$ cat config.mk
export PLATFORM = sky130hd
export DESIGN_NAME = sr_flag_arbiter
export DESIGN_NICKNAME = d
export VERILOG_FILES = /design/src/rtl/sr_flag_arbiter.sv
export SDC_FILE = /design/constraint.sdc
export NUM_CORES = 1
export LEC_CHECK = 0
export CAP_MARGIN = 30
export CORE_UTILIZATION = 55
export DETAILED_ROUTE_END_ITERATION = 8
export DONT_BUFFER_PORTS = 1
export PLACE_DENSITY = 0.73
export SYNTH_ARGS = -nofsm -noshare
export SYNTH_HDL_FRONTEND = slang
export SYNTH_SLANG_ARGS = --single-unit
$ cat constraint.sdc
create_clock -name CLK -period 1.6 [get_ports CLK]
set_input_delay 0.32 -clock CLK [delete_from_list [all_inputs] [get_ports CLK]]
set_output_delay 0.32 -clock CLK [all_outputs]
set_load 0.1 [all_outputs]
$ cat src/rtl/sr_flag_arbiter.sv
// Round-robin arbiter granting NREQ requesters set/reset access to NFLAG shared SR flags.
// Optional SR_FLAG_TOGGLE_EN: S=R=1 toggles the flag instead of raising ERR.

module sr_flag_cell (
  input  logic clk,
  input  logic rst,
  input  logic en,
  input  logic s,
  input  logic r,
  output logic q
);
  always_ff @(posedge clk or posedge rst) begin
    if (rst) begin
      q <= 1'b0;
    end else if (en) begin
`ifdef SR_FLAG_TOGGLE_EN
      if (s & r)      q <= ~q;
      else if (s ^ r) q <= s;
`else
      if (s ^ r) q <= s;
`endif
    end
  end
endmodule

module sr_flag_arbiter #(
  parameter int NREQ  = 4,
  parameter int NFLAG = 8,
  parameter int IDXW  = $clog2(NFLAG),
  localparam int PW   = (NREQ > 1) ? $clog2(NREQ) : 1
) (
  input  logic                 CLK,
  input  logic                 CLR,
  input  logic [NREQ-1:0]      REQ,
  input  logic [NREQ-1:0]      S,
  input  logic [NREQ-1:0]      R,
  input  logic [NREQ*IDXW-1:0] IDX,
  input  logic                 ERR_ACK,
  output logic [NREQ-1:0]      GNT,
  output logic [NFLAG-1:0]     Q,
  output logic [NFLAG-1:0]     QN,
  output logic                 ERR,
  output logic [PW-1:0]        ERR_ID
);
  typedef enum logic {IDLE, APPLY} state_t;

  state_t            state, state_nxt;
  logic [PW-1:0]     ptr, win_id, cmd_id;
  logic [PW:0]       cand;
  logic              win_vld;
  logic              cmd_s, cmd_r;
  logic [IDXW-1:0]   cmd_idx;
  logic [NFLAG-1:0]  flag, flag_en;
  logic              err_set;

  always_ff @(posedge CLK or posedge CLR) begin
    if (CLR) state <= IDLE;
    else     state <= state_nxt;
  end

  always_comb begin
    state_nxt = state;
    case (state)
      IDLE:    if (|REQ) state_nxt = APPLY;
      APPLY:   state_nxt = IDLE;
      default: state_nxt = IDLE;
    endcase
  end

  // Scan from the highest offset down so the lowest offset past ptr wins.
  always_comb begin
    win_vld = 1'b0;
    win_id  = '0;
    cand    = '0;
    for (int i = NREQ - 1; i >= 0; i--) begin
      cand = {1'b0, ptr} + (PW+1)'(i);
      if (cand >= (PW+1)'(NREQ)) cand = cand - (PW+1)'(NREQ);
      if (REQ[cand[PW-1:0]]) begin
        win_vld = 1'b1;
        win_id  = cand[PW-1:0];
      end
    end
  end

`ifdef SR_FLAG_TOGGLE_EN
  assign err_set = 1'b0;
`else
  assign err_set = (state == APPLY) & cmd_s & cmd_r;
`endif

  always_ff @(posedge CLK or posedge CLR) begin
    if (CLR) begin
      GNT     <= '0;
      ptr     <= '0;
      cmd_s   <= 1'b0;
      cmd_r   <= 1'b0;
      cmd_idx <= '0;
      cmd_id  <= '0;
    end else begin
      case (state)
        IDLE: begin
          if (win_vld) begin
            GNT     <= NREQ'(1) << win_id;
            cmd_s   <= S[win_id];
            cmd_r   <= R[win_id];
            cmd_idx <= IDX[win_id*IDXW +: IDXW];
            cmd_id  <= win_id;
          end else begin
            GNT <= '0;
          end
        end
        default: begin
          GNT <= '0;
          ptr <= (cmd_id == PW'(NREQ - 1)) ? '0 : cmd_id + PW'(1);
        end
      endcase
    end
  end

  // A fresh error outranks an acknowledge in the same cycle.
  always_ff @(posedge CLK or posedge CLR) begin
    if (CLR) begin
      ERR    <= 1'b0;
      ERR_ID <= '0;
    end else if (err_set) begin
      ERR    <= 1'b1;
      ERR_ID <= cmd_id;
    end else if (ERR_ACK) begin
      ERR    <= 1'b0;
    end
  end

  for (genvar g = 0; g < NFLAG; g++) begin : g_flag
    assign flag_en[g] = (state == APPLY) && (cmd_idx == IDXW'(g));
    sr_flag_cell u_cell (
      .clk (CLK),
      .rst (CLR),
      .en  (flag_en[g]),
      .s   (cmd_s),
      .r   (cmd_r),
      .q   (flag[g])
    );
  end

  // QN is derived, so it can never disagree with Q.
  assign Q  = flag;
  assign QN = ~flag;
endmodule

==> qor.yml <==
synth_cell_types: 26
cp-end-kind: "flip-flop"
max_stage_delay_ns: 0.41
ys_seq_elements: 25
ant_nets: 0
ys_warn_count: 0
avgRoutedWirePerCell_microns: 14.66
seq_area_frac_synth: 0.4822
die_x_microns: 50.57
crit_arrival_ns: 1.74
dp_slack_ns: 0.05783
yosys.area.top_type_share: 0.4822
row_count: 17
startpoint_type: "flip-flop"
via_count: 981
whs_ns: 0.08840
antenna_found_initial: 0
root_buffer: "clkbuf_4"
setup_violations: 0
num-fill-cells: 171
cts_tree: "done"
start_util: 0.5865
htreeDepth: 1
syn_to_final_growth_pct: 19.19
dpl.hpwl_mm: 1.832
coreArea_sq_um: 2212
grt_usage: 0.2052
drt_iter0_drc: 19
fin_crit_ns: 1.544
fmax_ghz: 0.6477
cp_cell_sequence: "a21o_1, a21oi_2, o22a_2, clkbuf_16, mux2i_1, o221ai_1"
clk_latency_ns: 0.31
synth_nets: 154
die_area_sq_um: 2557
grt_overflow_total: 0
antenna_cells: 0
cts_num_sinks: 25
grt_pass1_wl_mm: 3.870
die_h_microns: 50.57
avgSynthCellArea_sq_um: 10.30
grt_max_degree: 26
viasPerCell: 5.511
crit_fanout: 7
numCtsBuffers: 3
dpl-instance-area_sq_um: 1460
dr.pass1.iters: 4
drive_above_1_share: 0.3467
layout_setup_ws_ns: 0.05618
cts.clk_slew.worst_paths_ns: 0.14
io_pins: 50
multiInputGateArea_sq_um: 540.5
synth.area.top_cells: "dfrtp_1 48%, mux2_2 9.5%, mux2i_1 7.7%, nand2_1 5.8%, buf_4 4.6%"
seq_area_sq_um: 625.6
portBuffers: 0
tightest_slew_ns: 0.3110
rsz0062_at_grt: "false"
fin_skew_ns: 0.005285
slew_viol_final: 0
layout_worst_path_cycle_share: 0.9649
yosys.area.top_type: "dfrtp_1"
cp.required_ns: 1.80
clk_path_buf_depth: 2
tns_ns: 0
drv_cap: 0
gp_congestion: 0.7591
crit_type: "flip-flop to flip-flop"
status: "finished, final reports clean"
drc_errors: 0
hold_viol_final: 0
syn_inst: 126
synth.cell_area_sq_um: 1297
maxSlewHeadroom: 0.7927
first_global_vias: 934
routed_wl_mm: 2.609
final_area_sq_um: 1546
cp_slowest_cell: "dfrtp_1"
min_path_type: "input port to flip-flop"
fin_nets: 179
[state kept, by name, indices dropped and copies added, names as in the netlist]
| signal | cells |
|---|---|
| g_flag.u_cell.q | 8 |
| GNT | 4 |
| cmd_idx | 3 |
| ERR_ID | 2 |
| cmd_id | 2 |
| ptr | 2 |
| ERR | 1 |
| cmd_r | 1 |
| cmd_s | 1 |
| state | 1 |
[cell type report]
type                       instances  area share
tap                               28     0.02265
clock buffer                       3     0.01456
inverter                          14     0.03398
timing repair buffer              31      0.1715
sequential                        25      0.4045
clock inverter                     1    0.003236
multi-input combinational         76      0.3495
[metal layers]
metal  up-vias  wire length [microns]  track usage  share of wire
met5         -                      0            0              0
met4         0                      0      0.06944              0
met3         0                    132      0.03939          0.051
met2        40                   1330       0.3556           0.51
met1       477                   1147       0.2544           0.44
li1        464                      -            -              -
[worst max-delay path: cells and delay by family (launching register included)]
kind | cells | cell delay (ns)
AOI/OAI and AO/OA | 4 | 0.63
DFF | 1 | 0.41
muxes | 1 | 0.22
buffers and inverters | 1 | 0.17
[metrics by stage]
stage                       util  instances
after global routing      0.6991        178
after CTS                 0.6770        176
after floorplan                -        126
final                     0.6991        178
after global placement    0.6601        171
after detailed placement  0.6601        171
[worst paths after layout]
kind / start / to / slack, ns / cells after the start
max reg2reg: ptr[1] / cmd_idx[1] / 0.06 / 6
min in group asynchronous: CLR / ERR / 0.47 / 3
min reg2reg: ERR_ID[1] / ERR_ID[1] / 0.53 / 1
min: ERR_ACK / ERR / 0.09 / 1
max: ptr[1] / cmd_idx[1] / 0.06 / 6
max in group asynchronous: CLR / GNT[0] / 0.89 / 3
[Yosys cell counts, drive strengths merged]
master and number:
dfrtp 25, nand2 20, inv 14, mux2 11, buf 10, mux2i 10
nor2 7, o221ai 5, a21oi 3, and3 3, nand3 3, a21o 2
nor2b 2, o21ai 2, a211o 1, a211oi 1, clkbuf 1, ha 1
nand2b 1, o22a 1, o22ai 1, or2b 1, xor2 1
[placed cells by master, fill, tap and decap left out, types with 2 or more instances in the layout]
cell	count
a21o_1	2
mux2i_1	10
nand2_1	19
o221ai_1	5
buf_4	28
a21oi_2	2
dfrtp_1	25
nor2b_1	2
nor2_1	7
clkbuf_4	3
mux2_2	11
inv_1	14
nand3_1	3
o21ai_0	2
and3_2	2
[logic make-up (layout without fill, tap and decap cells)]
| logic type | count (synthesis) | in the layout | share of synthesized area |
|---|---|---|---|
| AND/OR/NAND/NOR | 37 | 37 | 0.1263 |
| buffers and inverters | 25 | 49 | 0.1138 |
| flip-flops | 25 | 25 | 0.4822 |
| adder cells (fa/ha/maj) | 1 | 1 | 0.009642 |
| AO/OA/AOI/OAI | 16 | 16 | 0.08872 |
| XOR/XNOR | 1 | 1 | 0.006751 |
| multiplexers | 21 | 21 | 0.1726 |
[repair_timing]
action                                 CTS  global route
endpoints found under the hold margin   25             0
buffers inserted                         0             1
gates resized for setup                  0             5
setup endpoints to repair                0             5
hold buffers                             1             0
Power is not shown: default switching activity piles up to over one toggle a cycle in this logic, so the estimate is an artifact.
